==> config.mk <==
export PLATFORM = sky130hd
export DESIGN_NAME = score_digit_scanner_flat
export DESIGN_NICKNAME = d
export VERILOG_FILES = /design/src/rtl/score_digit_scanner_pkg.sv /design/src/rtl/score_digit_scanner_if.sv /design/src/rtl/score_digit_scanner_bin2bcd_seq.sv /design/src/rtl/score_digit_scanner.sv /design/src/flat_wrapper.sv
export SDC_FILE = /design/constraint.sdc
export NUM_CORES = 1
export LEC_CHECK = 0
export CORE_MARGIN = 5
export CORE_UTILIZATION = 55
export CTS_CLUSTER_SIZE = 25
export DETAILED_ROUTE_END_ITERATION = 6
export GPL_TIMING_DRIVEN = 0
export PLACE_DENSITY = 0.79
export SYNTH_ARGS = -nofsm -noshare
export SYNTH_HDL_FRONTEND = slang
export SYNTH_SLANG_ARGS = --single-unit
export TNS_END_PERCENT = 30
==> constraint.sdc <==
create_clock -name clk -period 1.8 [get_ports clk]
set_input_delay 0.27 -clock clk [delete_from_list [all_inputs] [get_ports clk]]
set_output_delay 0.27 -clock clk [all_outputs]
set_load 0.02 [all_outputs]
==> src/rtl/score_digit_scanner_pkg.sv <==
// ---------------------------------------------------------------------------
// score_disp_pkg
// Shared types and constants for the bowling score digit scanner.
//   state_t  : converter FSM states (IDLE, CONV, LOAD)
//   BCD_W    : bits per BCD digit
//   ADD3_TH  : double-dabble correction threshold (nibble >= 5 gets +3)
//   clog2    : width helper for counters and indices (never returns 0)
// ---------------------------------------------------------------------------
package score_disp_pkg;

    typedef enum logic [1:0] {
        IDLE = 2'd0,
        CONV = 2'd1,
        LOAD = 2'd2
    } state_t;

    localparam int         BCD_W   = 4;
    localparam logic [3:0] ADD3_TH = 4'd5;

    // Minimum 1 so that a single-digit or single-step counter still has a bit.
    function automatic int clog2(input int value);
        int r;
        int v;
        r = 0;
        v = value - 1;
        while (v > 0) begin
            r = r + 1;
            v = v >> 1;
        end
        if (r == 0) begin
            r = 1;
        end
        return r;
    endfunction

endpackage

==> src/rtl/score_digit_scanner_if.sv <==
// ---------------------------------------------------------------------------
// score_digit_scanner_if
// Bundles the score load request and the multiplexed display outputs.
//   score        : binary value to display
//   score_valid  : single-cycle load request (dropped while busy)
//   busy         : conversion in progress
//   digit_bcd    : BCD of the currently selected digit
//   digit_an_n   : active-low one-hot digit select (all ones = blanked)
// Handshake: a request is accepted on a clock edge where score_valid=1 and
// busy=0; requests seen while busy=1 are discarded, never queued.
// ---------------------------------------------------------------------------
interface score_digit_scanner_if #(
    parameter int SCORE_W    = 9,
    parameter int NUM_DIGITS = 3
);
    logic [SCORE_W-1:0]    score;
    logic                  score_valid;
    logic                  busy;
    logic [3:0]            digit_bcd;
    logic [NUM_DIGITS-1:0] digit_an_n;

    modport master (
        output score, score_valid,
        input  busy, digit_bcd, digit_an_n
    );

    modport slave (
        input  score, score_valid,
        output busy, digit_bcd, digit_an_n
    );
endinterface

==> src/rtl/score_digit_scanner_bin2bcd_seq.sv <==
// ---------------------------------------------------------------------------
// bin2bcd_seq
// Sequential double-dabble binary-to-BCD converter.
//   clk, rst   : clock, synchronous active-high reset
//   i_start    : begin conversion of i_bin (honoured only in IDLE)
//   i_bin      : binary input, captured on the start edge
//   o_busy     : high in CONV and LOAD
//   o_done     : high for the single LOAD cycle; o_bcd is final then
//   o_bcd      : BCD digits, digit 0 in the low nibble
//   o_state    : FSM state for observation
// ---------------------------------------------------------------------------
module bin2bcd_seq
    import score_disp_pkg::*;
#(
    parameter int SCORE_W    = 9,
    parameter int NUM_DIGITS = 3
) (
    input  logic                          clk,
    input  logic                          rst,
    input  logic                          i_start,
    input  logic [SCORE_W-1:0]            i_bin,
    output logic                          o_busy,
    output logic                          o_done,
    output logic [NUM_DIGITS*BCD_W-1:0]   o_bcd,
    output state_t                        o_state
);
    localparam int REG_W = SCORE_W + NUM_DIGITS * BCD_W;
    localparam int CNT_W = clog2(SCORE_W);

    state_t             r_state;
    logic [REG_W-1:0]   r_shift;
    logic [CNT_W-1:0]   r_cnt;
    logic               r_busy;
    logic               r_done;
    logic [REG_W-1:0]   w_adj;
    logic [REG_W-1:0]   w_next;

    // Add-3 correction on every BCD nibble, then shift the whole {bcd, bin}
    // vector left. Carries out of the top nibble are lost, so oversize
    // values wrap modulo 10^NUM_DIGITS.
    always_comb begin
        w_adj = r_shift;
        for (int d = 0; d < NUM_DIGITS; d++) begin
            if (r_shift[SCORE_W + d*BCD_W +: BCD_W] >= ADD3_TH) begin
                w_adj[SCORE_W + d*BCD_W +: BCD_W] =
                    r_shift[SCORE_W + d*BCD_W +: BCD_W] + 4'd3;
            end
        end
        w_next = {w_adj[REG_W-2:0], 1'b0};
    end

    always_ff @(posedge clk) begin
        if (rst) begin
            r_state <= IDLE;
            r_shift <= '0;
            r_cnt   <= '0;
            r_busy  <= 1'b0;
            r_done  <= 1'b0;
        end else begin
            case (r_state)
                IDLE: begin
                    r_done <= 1'b0;
                    if (i_start) begin
                        r_shift <= REG_W'(i_bin);
                        r_cnt   <= '0;
                        r_busy  <= 1'b1;
                        r_state <= CONV;
                    end
                end
                CONV: begin
                    r_shift <= w_next;
                    if (r_cnt == CNT_W'(SCORE_W - 1)) begin
                        r_done  <= 1'b1;
                        r_state <= LOAD;
                    end else begin
                        r_cnt <= r_cnt + 1'b1;
                    end
                end
                LOAD: begin
                    r_done  <= 1'b0;
                    r_busy  <= 1'b0;
                    r_state <= IDLE;
                end
                default: begin
                    r_done  <= 1'b0;
                    r_busy  <= 1'b0;
                    r_state <= IDLE;
                end
            endcase
        end
    end

    assign o_busy  = r_busy;
    assign o_done  = r_done;
    assign o_bcd   = r_shift[REG_W-1:SCORE_W];
    assign o_state = r_state;
endmodule

==> src/rtl/score_digit_scanner.sv <==
// ---------------------------------------------------------------------------
// score_digit_scanner
// Converts a binary score to BCD, holds the digits and time-multiplexes
// them onto one shared BCD bus with active-low digit selects.
//   clk, rst     : clock, synchronous active-high reset
//   bus (slave)  : score/score_valid in; busy, digit_bcd, digit_an_n out
//   o_dbg_state  : converter FSM state for observation
// Outputs depend only on the registered scan index and shown digits.
// ---------------------------------------------------------------------------
module score_digit_scanner
    import score_disp_pkg::*;
#(
    parameter int SCORE_W    = 9,
    parameter int NUM_DIGITS = 3,
    parameter int SCAN_DIV   = 50000,
    parameter int BLANK_LZ   = 1
) (
    input  logic                   clk,
    input  logic                   rst,
    score_digit_scanner_if.slave   bus,
    output state_t                 o_dbg_state
);
    localparam int PRE_W = clog2(SCAN_DIV);
    localparam int IDX_W = clog2(NUM_DIGITS);

    logic                          w_busy;
    logic                          w_done;
    logic                          w_start;
    logic [NUM_DIGITS*BCD_W-1:0]   w_bcd;
    logic [BCD_W-1:0]              r_shown [NUM_DIGITS];
    logic [PRE_W-1:0]              r_pre;
    logic [IDX_W-1:0]              r_idx;
    logic [NUM_DIGITS-1:0]         w_blank;
    logic                          w_zero_above;
    logic [BCD_W-1:0]              w_sel_bcd;
    logic                          w_sel_blank;

    assign w_start = bus.score_valid && !w_busy;

    bin2bcd_seq #(
        .SCORE_W    (SCORE_W),
        .NUM_DIGITS (NUM_DIGITS)
    ) u_conv (
        .clk     (clk),
        .rst     (rst),
        .i_start (w_start),
        .i_bin   (bus.score),
        .o_busy  (w_busy),
        .o_done  (w_done),
        .o_bcd   (w_bcd),
        .o_state (o_dbg_state)
    );

    // Displayed digits change only when a conversion completes.
    always_ff @(posedge clk) begin
        if (rst) begin
            for (int d = 0; d < NUM_DIGITS; d++) begin
                r_shown[d] <= '0;
            end
        end else if (w_done) begin
            for (int d = 0; d < NUM_DIGITS; d++) begin
                r_shown[d] <= w_bcd[d*BCD_W +: BCD_W];
            end
        end
    end

    // Free-running scan, independent of conversions.
    always_ff @(posedge clk) begin
        if (rst) begin
            r_pre <= '0;
            r_idx <= '0;
        end else if (r_pre == PRE_W'(SCAN_DIV - 1)) begin
            r_pre <= '0;
            if (r_idx == IDX_W'(NUM_DIGITS - 1)) begin
                r_idx <= '0;
            end else begin
                r_idx <= r_idx + 1'b1;
            end
        end else begin
            r_pre <= r_pre + 1'b1;
        end
    end

    // Walk down from the top digit: a digit is blank while it and every
    // digit above it are zero. Digit 0 is never blanked.
    always_comb begin
        w_blank      = '0;
        w_zero_above = 1'b1;
        for (int k = NUM_DIGITS - 1; k >= 1; k--) begin
            w_zero_above = w_zero_above && (r_shown[k] == '0);
            w_blank[k]   = (BLANK_LZ != 0) && w_zero_above;
        end
    end

    always_comb begin
        w_sel_bcd   = '0;
        w_sel_blank = 1'b0;
        for (int d = 0; d < NUM_DIGITS; d++) begin
            if (r_idx == IDX_W'(d)) begin
                w_sel_bcd   = r_shown[d];
                w_sel_blank = w_blank[d];
            end
        end
    end

    // digit_bcd keeps the real (zero) digit value when blanked so the
    // decoder never sees a non-BCD code.
    assign bus.busy       = w_busy;
    assign bus.digit_bcd  = w_sel_bcd;
    assign bus.digit_an_n = w_sel_blank ? '1
                                        : ~(NUM_DIGITS'(1) << r_idx);
endmodule

==> src/flat_wrapper.sv <==
// flat-port wrapper written by rule: the top's interface ports become plain ports
module score_digit_scanner_flat import score_disp_pkg::*;
#(
    parameter int SCORE_W    = 9,
    parameter int NUM_DIGITS = 3,
    parameter int SCAN_DIV   = 50000,
    parameter int BLANK_LZ   = 1
)
  (clk, rst, o_dbg_state, bus_score, bus_score_valid, bus_busy, bus_digit_bcd, bus_digit_an_n);
  score_digit_scanner_if #(.SCORE_W(SCORE_W), .NUM_DIGITS(NUM_DIGITS)) bus_i ();
  input  logic clk;
  input  logic rst;
  output state_t o_dbg_state;
  input wire logic [$bits(bus_i.score)-1:0] bus_score;
  input wire logic [$bits(bus_i.score_valid)-1:0] bus_score_valid;
  output wire logic [$bits(bus_i.busy)-1:0] bus_busy;
  output wire logic [$bits(bus_i.digit_bcd)-1:0] bus_digit_bcd;
  output wire logic [$bits(bus_i.digit_an_n)-1:0] bus_digit_an_n;
  assign bus_i.score = bus_score;
  assign bus_i.score_valid = bus_score_valid;
  assign bus_busy = bus_i.busy;
  assign bus_digit_bcd = bus_i.digit_bcd;
  assign bus_digit_an_n = bus_i.digit_an_n;
  score_digit_scanner #(.SCORE_W(SCORE_W), .NUM_DIGITS(NUM_DIGITS), .SCAN_DIV(SCAN_DIV), .BLANK_LZ(BLANK_LZ)) u_core (.clk(clk), .rst(rst), .bus(bus_i), .o_dbg_state(o_dbg_state));
endmodule
* Word level (Yosys, flattened, before mapping)
Memories as Yosys holds them, arrays and structs flattened.
Index checks and enable logic that the tools add are counted.
** Word-level totals
- Flip-flop bits (word level) :: 47
- RAM bits :: 12
- Input port bits :: 12
- Output and inout bits :: 10
- Word-level logic and storage cells :: 73
- Memories kept :: 1
** Memories
- u_core.r_shown :: depth 3, width 4, read ports 3, clocked after memory_dff 0, wr ports 3, line score_digit_scanner.sv:30 : logic [BCD_W-1:0] r_shown [NUM_DIGITS];
** Cells by class
- $add $sub $neg :: 6
- Magnitude comparators :: 3
- Equal/unequal tests :: 8
- Shift operators :: 1
- Mux-type cells :: 28
- Bitwise operators :: 5
- Reductions and logical operators :: 14
** Operators with widths (number)
- 21-bit one-hot mux with 2 select lines :: 1
- 4-bit 2-to-1 mux :: 10
- 21-bit 2-to-1 mux :: 1
- 16-bit by 1-bit adder with 16-bit output (second input constant) :: 1
- 16-bit == test (second input constant) :: 1
- 4-bit by 3-bit >= comparator with 1-bit output (second input constant) :: 3
- 4-bit by 2-bit adder with 4-bit output (second input constant) :: 2
- 4-bit zero test :: 2
- 1-bit 2-to-1 mux :: 8
- 4-bit one-hot mux with 2 select lines :: 1
- 2-bit 2-to-1 mux :: 3
- 3-bit 2-to-1 mux :: 2
- 2-bit inequality test (second input constant) :: 3
- 2-bit AND reduction :: 3
- 4-bit by 1-bit adder with 4-bit output (second input constant) :: 1
- 2-bit by 1-bit == test with 1-bit output (second input constant) :: 2
- 4-bit == test (second input constant) :: 1
- 2-bit zero test :: 2
- 2-bit one-hot mux with 2 select lines :: 1
- 2-bit OR reduction :: 2
- 3-bit by 2-bit adder with 3-bit output (second input constant) :: 1
- 3-bit inverter :: 1
- 1-bit OR :: 3
- 3-bit AND reduction :: 1
- other kinds (8) :: 9

* Logic depth before layout (Yosys ltp)
Gate-level depths: netlist (run 1).
An unclocked memory read counts as a cell.
- Depth after elaboration :: 6
- Mapped depth :: 6
- Gate-level depth less buffers :: 6

* Cells and area by module
Synthesis (run 1) repeated with hierarchy kept, for this count alone.
** Unflattened totals
- Cells, all modules :: 313
- Area total of the unflattened synthesis :: 2932.8 sq um
** By module, submodules not included
- bin2bcd_seq :: instances 1, cells an instance 177, area an instance 1517.7 sq um, sequential area each 580.6 sq um
- score_digit_scanner :: instances 1, cells an instance 136, area an instance 1415.1 sq um, sequential area each 720.7 sq um

* Worst setup path after synthesis (run 1)
No wires, ideal clock.
- Path kind :: reg2out
- Start :: mem u_core.r_shown[2][1] (netlist: u_core.r_shown[0][9])
- End :: out bus_digit_an_n[1]
- Arrival :: 1.399 ns
- Required time :: 1.530 ns
- Slack :: 0.131 ns
- Stages on the path, launching flop included :: 3
- Buffers on the path :: 0
- Cells stage by stage :: edfxtp_1 > or4_1 > o21ai_0
** RTL lines
- start: declaration :: line score_digit_scanner.sv:30
- end: declaration :: line flat_wrapper.sv:18 : output wire logic [$bits(bus_i.digit_an_n)-1:0] bus_digit_an_n;

==> impl_results.md, run 1 <==
* Net Switching at between 600 and 700 µW
* Htree depth at 3
* Gate power share at 8.0%
* Residual DRC at 0
* Final Hold Fails at 0
* RSZ-0062 raised after global routing: yes
* Syn. warnings at 0
* Post-CTS Hold Buffers at 0
* Worst Max-Slew Pin Slew at between 700 and 800 ps
* Leading area contributor after synthesis: dfxtp_1
* Ant diodes at 0
* Netlist Area Pre-Place at around 2700 µm²
* Synthesized flop and latch total at 59
* Vias in the first global route at roughly 2100
* Failing checks: negative setup slack
* WP data arrival at between 1500 and 2000 ps
* First-pass detailed-route iteration total at 4
* Pwr/cell area at a little under 900 nW/µm²
* Pins Over Slew Limit at 0
* Post-CTS Setup Repair Bufs at 0
* Commonest non-fill, non-tap cells in the layout: dfxtp_1 (45), nor2_1 (30), nand2_1 (28)
* Die height at ~80 µm
* HPWL after DPL at roughly 4000 µm
* Sw Share at 23.0%
* CP startpoint: u_core.r_shown[0][5]$_SDFFCE_PN0P_
* Worst r2r src: u_core.u_conv.o_state[1]$_SDFFE_PP0P_
* Post-synthesis sequential area ratio at 47.9%
* Largest net degree at the start of global routing at 13
* Maximum vdd drop at 0.478 mV
* CTS tree: built
* Routed Antenna Nets at 0
* Worst-case clock buffer depth at 2
* Layout Skew at ~4.2 ps
* Routed len/inst at 14.5 µm
* Distinct cell type count after synthesis at 39
* Largest cells by area after synthesis: dfxtp_1 (35%), edfxtp_1 (13%), xnor2_1 (4.5%)
* Die area at approximately 6400 µm²
* Overall Global Routing Usage at between 10% and 20%
* Cell area after placement at ~3000 µm²
* Asr flop ratio synth at 0%
* Core Region at around 4800 µm²
* Leakage at roughly 0.0012 µW
* Post-synth EDFFs at 12
* Synth top area share at between 30% and 40%
* Worst skew pair latency at between 300 and 400 ps
* Chip width at ~80 µm
* Fmax at ~0.54 GHz
* Status: complete, but fails checks
* Setup crit end kind: output port
* Antenna violations before repair at 0
* Total clock sinks at between 50 and 60
* Final instance area at ~3200 µm²
* R2R Setup Slk at 130 ps
* Min Tclk post-route at 1860 ps
* Setup Viol. Count Final at 2
* Required @ worst endpoint at around 1500 ps
* Fin crit share at 103%
* Syn-to-layout area delta at 18.8%
* IO Count at 22
* Vias/cell at 5.59
* Port Buffers at 20
* Max-slew headroom at between 40% and 50%
* Syn nets at 316
* Final TNS setup at -60.1 ps
* Gr ovfl total at 0
* FP Rows at 25
* Seq pwr share at roughly half
* Startpoint Class: flip-flop
* Reg clk slew, reported paths at about 60 ps
* GP Congestion at a little under 0.9
* Max Cap Viol at 0
* CP Max Fanout at 2
* Detailed-route via count at 2221
* Clock share of power at between 40% and 50%
* Register Area at around 1300 µm²
* Crit path kind: reg2out
* Num CTS Buffers at 9
* Fillers at approximately 390
* Initial Util at 57.1%
* DRT iter0 DRCs at 73
* Ys flop type: dfxtp_1
* Drt total wl at around 5700 µm
* Setup WS post-layout at -58.5 ps
* Fraction of layout cells with a size suffix above 1 at 9.09%
* Internal power at 2200 µW
* Worst Hold Launch: rst
* Syn Inst Count at around 300
* Most common cell after layout, fill and taps aside: dfxtp_1
* Area of the multi-input gates at 1340 µm²
* First-pass GRT wire length at approximately 9500 µm
* Root Buffer Master: clkbuf_8
* HP Class: in2reg
* Hold slack at 394 ps
* Final nets at between 300 and 400
* Syn_area_per_cell at 9.21 µm²
==> layer usage <==
| metal | up-vias | global-route usage, % | share of wire [%] |
|---|---|---|---|
| li1 | 1099 | - | - |
| met1 | 1056 | 22.3 | 43 |
| met2 | 60 | 31.8 | 50 |
| met3 | 6 | 7.06 | 5.6 |
| met4 | 0 | 8.45 | 1.2 |
| met5 | - | 0 | 0 |
==> power groups by stage <==
stage	combinational (µW)	sequential, µW	clock, µW
3_3_place_gp	221	1450	0
5_1_grt	255	1430	1280
4_1_cts	225	1420	1210
3_5_place_dp	226	1450	0
2_1_floorplan	140	1450	0
6_report	229	1430	1200
==> cell usage after synthesis, drive strengths merged, types with 3 or more instances <==
| library cell | number |
|---|---|
| xor2 | 5 |
| o21ai | 11 |
| nand4 | 5 |
| a21oi | 16 |
| nand3 | 16 |
| dfxtp | 47 |
| ha | 9 |
| a311oi | 8 |
| clkbuf | 12 |
| xnor2 | 14 |
| nor3 | 17 |
| or2 | 3 |
| or4 | 3 |
| mux2i | 8 |
| nor4 | 3 |
| nand2 | 28 |
| edfxtp | 12 |
| nand2b | 6 |
| nor2 | 30 |
| a22o | 6 |
| inv | 12 |
| and2 | 7 |
==> cell families (layout without fill, tap and decap cells) <==
group                    count (synthesis)  after routing  share of synthesized area, %
adder cells (fa/ha/maj)                  9              9                          4.15
buffers and inverters                   26             61                          3.64
XOR/XNOR                                19             19                          6.13
AO/OA/AOI/OAI                           43             43                          10.0
flip-flops                              59             59                          47.9
AND/OR/NAND/NOR                        131            131                          25.2
multiplexers                             8              8                          2.95
==> final timing paths <==
check                                                              to  cells past startpoint
worst max register to register  u_core.u_conv.r_shift[8]$_SDFFE_PP0P_                      5
worst min register to register             u_core.r_pre[0]$_SDFF_PP0_                      1
worst max-delay path                                bus_digit_an_n[1]                      3
worst min-delay path            u_core.u_conv.r_shift[1]$_SDFFE_PP0P_                      2
==> flip-flops by register name, summed over array words and instances, names as in the netlist <==
name                   cells
u_core.r_pre              16
u_core.r_shown            12
u_core.u_conv.o_done       1
u_core.u_conv.o_state      2
u_core.u_conv.r_shift     21
u_core.u_conv.o_busy       1
u_core.r_idx               2
u_core.u_conv.r_cnt        4
==> critical path: stages, from the launching register on <==
cell and delay, ps:
edfxtp_1 390, or4_4 550, o21ai_2 180, buf_6 140
==> through the flow <==
stage,setup WS [ps],power [µW],util [%],instances
2_1_floorplan,131,1590,-,295
3_3_place_gp,-203,1670,63.1,382
3_5_place_dp,-248,1680,63.1,382
4_1_cts,-64.6,2860,67.2,397
5_1_grt,-117,2960,67.9,397
6_report,-58.5,2850,67.9,397
==> cell type report <==
class	count	share of cell area (%)
timing repair buffer	20	6.17
sequential	59	40.4
clock buffer	14	5.04
buffer	12	1.63
tap	67	2.60
inverter	13	1.51
multi-input combinational	210	41.6
clock inverter	2	1.09
==> what timing repair did <==
action,CTS,global route
pin swaps,0,2
resized for setup,21,15
cloned,0,0
endpoints found under the setup margin,7,29
Note: power is estimated with default switching activity, not from simulation.
==> run 2: changes to the inputs <==
Settings changed: CORE_UTILIZATION 55 to 40, PLACE_DENSITY 0.79 to 0.61, SLEW_MARGIN set to 10.
==> impl_results.md, run 2 (same netlist as run 1, synthesis figures left out) <==
* Port Buffers at 20
* Biggest register: u_core.u_conv.r_shift
* HP Class: in2reg
* Most common cell after layout, fill and taps aside: dfxtp_1
* Startpoint Class: flip-flop
* Die area at about 8500 µm²
* Final Hold Fails at 0
* Fraction of layout cells with a size suffix above 1 at roughly a tenth
* Layout Cells excl Fill at 412
* Initial Util at about two fifths
* Inst Count DP at roughly 400
* FP Rows at 30
* Setup Viol. Count Final at 1
* HPWL after DPL at about 4000 µm
* Ant diodes at 0
* Fin crit share at 101%
* Syn-to-layout area delta at 19.9%
* Reg2reg path depth at 5
* Min Tclk post-route at 1810 ps
* Overall Global Routing Usage at between 10 and 15%
* Final TNS setup at -9.24 ps
* Pwr/cell area at between 800 and 900 nW/µm²
* Total clock sinks at 59
* Setup crit end kind: output port
* Hold Path Cell Cnt at 2
* Residual DRC at 0
* Core Region at 6720 µm²
* CP max stage delay at between 500 and 600 ps
* Worst-path cell chain: or4_4 -> o21ai_2 -> buf_6
* Max-slew headroom at approximately 44%
* Fmax at 0.553 GHz
* Required @ worst endpoint at between 1500 and 2000 ps
* Num CTS Buffers at 9
* GP Congestion at between 0.8 and 0.9
* First-pass detailed-route iteration total at 4
* RSZ-0062 raised after global routing: yes
* Failing checks: negative setup slack
* First-pass GRT wire length at 9510 µm
* R2R Setup Slk at ~150 ps
* Routed Antenna Nets at 0
* IO Count at 22
* Max FFs per register at 21
* Detailed-route via count at between 2000 and 2500
* Crit path kind: reg2out
* Registers with the most flip-flops: u_core.u_conv.r_shift x21, u_core.r_pre x16, u_core.r_shown x12
* Hold slack at between 400 and 500 ps
* Antenna violations before repair at 0
* Leakage at about 0.0012 µW
* RR Endpoint: u_core.u_conv.r_shift[7]$_SDFFE_PP0P_
* Largest delay share family, worst path: simple AND/OR/NAND/NOR gates
* Setup WS post-layout at -9.24 ps
* CTS tree: built
* CP max-delay cell: or4_4
* DRT iter0 DRCs at 94
* Vias/cell at around 5.2
* Htree depth at 3
* Root Buffer Master: clkbuf_8
* Worst Hold Launch: rst
* Status: complete, but fails checks
* Commonest non-fill, non-tap cells in the layout: dfxtp_1 (45), nor2_1 (30), nand2_1 (28)
* Pins Over Slew Limit at 0
* Chip width at 92.4 µm
* Maximum vdd drop at between 0.5 and 0.6 mV
* Worst r2r src: u_core.u_conv.o_state[1]$_SDFFE_PP0P_
* CP Buf/Inv Count at 1
* Max Cap Viol at 0
* Worst skew pair latency at approximately 330 ps
* Worst hold endpoint: u_core.u_conv.r_shift[1]$_SDFFE_PP0P_
* Worst-case clock buffer depth at 2
* Worst Max-Slew Pin Slew at roughly 830 ps
* Routed len/inst at 13.4 µm
* Die height at approximately 92 µm
* Vias in the first global route at 2060
* Final nets at ~350
* CP Max Fanout at 2
* Largest net degree at the start of global routing at 13
* Drt total wl at about 5500 µm
* Reg clk slew, reported paths at about 60 ps
* WP data arrival at roughly 1500 ps
* Layout Skew at about 10 ps
* Gr ovfl total at 0
## run 2: through the flow
step | area (µm²) | setup WS [ps] | power (µW) | util, %
5_1_grt | 3260 | -82.8 | 3040 | 48.5
2_1_floorplan | 2720 | 131 | 1590 | -
6_report | 3260 | -9.24 | 2900 | 48.5
4_1_cts | 3240 | -30.4 | 2930 | 48.2
3_5_place_dp | 3020 | -272 | 1680 | 44.9
3_3_place_gp | 3020 | -256 | 1680 | 44.9
## run 2: worst max path at each step
stage / startpoint / to / cells after the start
detailed placement: bus_score_valid / u_core.u_conv.r_shift[2]$_SDFFE_PP0P_ / 5
global placement: bus_score_valid / u_core.u_conv.r_shift[2]$_SDFFE_PP0P_ / 5
finish: u_core.r_shown[0][5]$_SDFFCE_PN0P_ / bus_digit_an_n[1] / 3
CTS: u_core.r_shown[0][10]$_SDFFCE_PN0P_ / bus_digit_an_n[1] / 3
global route: u_core.r_shown[0][10]$_SDFFCE_PN0P_ / bus_digit_an_n[1] / 3
floorplan: u_core.r_shown[0][9]$_SDFFCE_PN0P_ / bus_digit_an_n[1] / 2
## run 2: layout make-up
type / count / area (µm²)
repair buffers: 22 / 205
inverters: 13 / 48.8
well taps: 80 / 100
fillers: 650 / 3460
plain buffers: 12 / 50.0
multi-input cells: 210 / 1340
clock inverters: 2 / 35.0
clock buffers: 14 / 173
flip-flops and latches: 59 / 1300
## run 2: timing repair
action,in CTS,in global routing
hold buffers,0,0
pin swaps,3,2
resized for setup,25,13
setup endpoints to repair,7,28
buffers inserted,1,1
## run 2: per-layer routing
metal	track usage, %	wire length [µm]
met4	6.68	87
met5	0	0
met3	4.47	275
met2	22.2	2550
met1	17.8	2610
## run 2: report_power, final
| part | leakage [µW] | total (µW) | internal (µW) | switching (µW) |
|---|---|---|---|---|
| Combinational | 0.000562 | 229 | 89.3 | 139 |
| Sequential | 0.000507 | 1420 | 1390 | 29.4 |
| Clock | 0.000107 | 1250 | 752 | 496 |
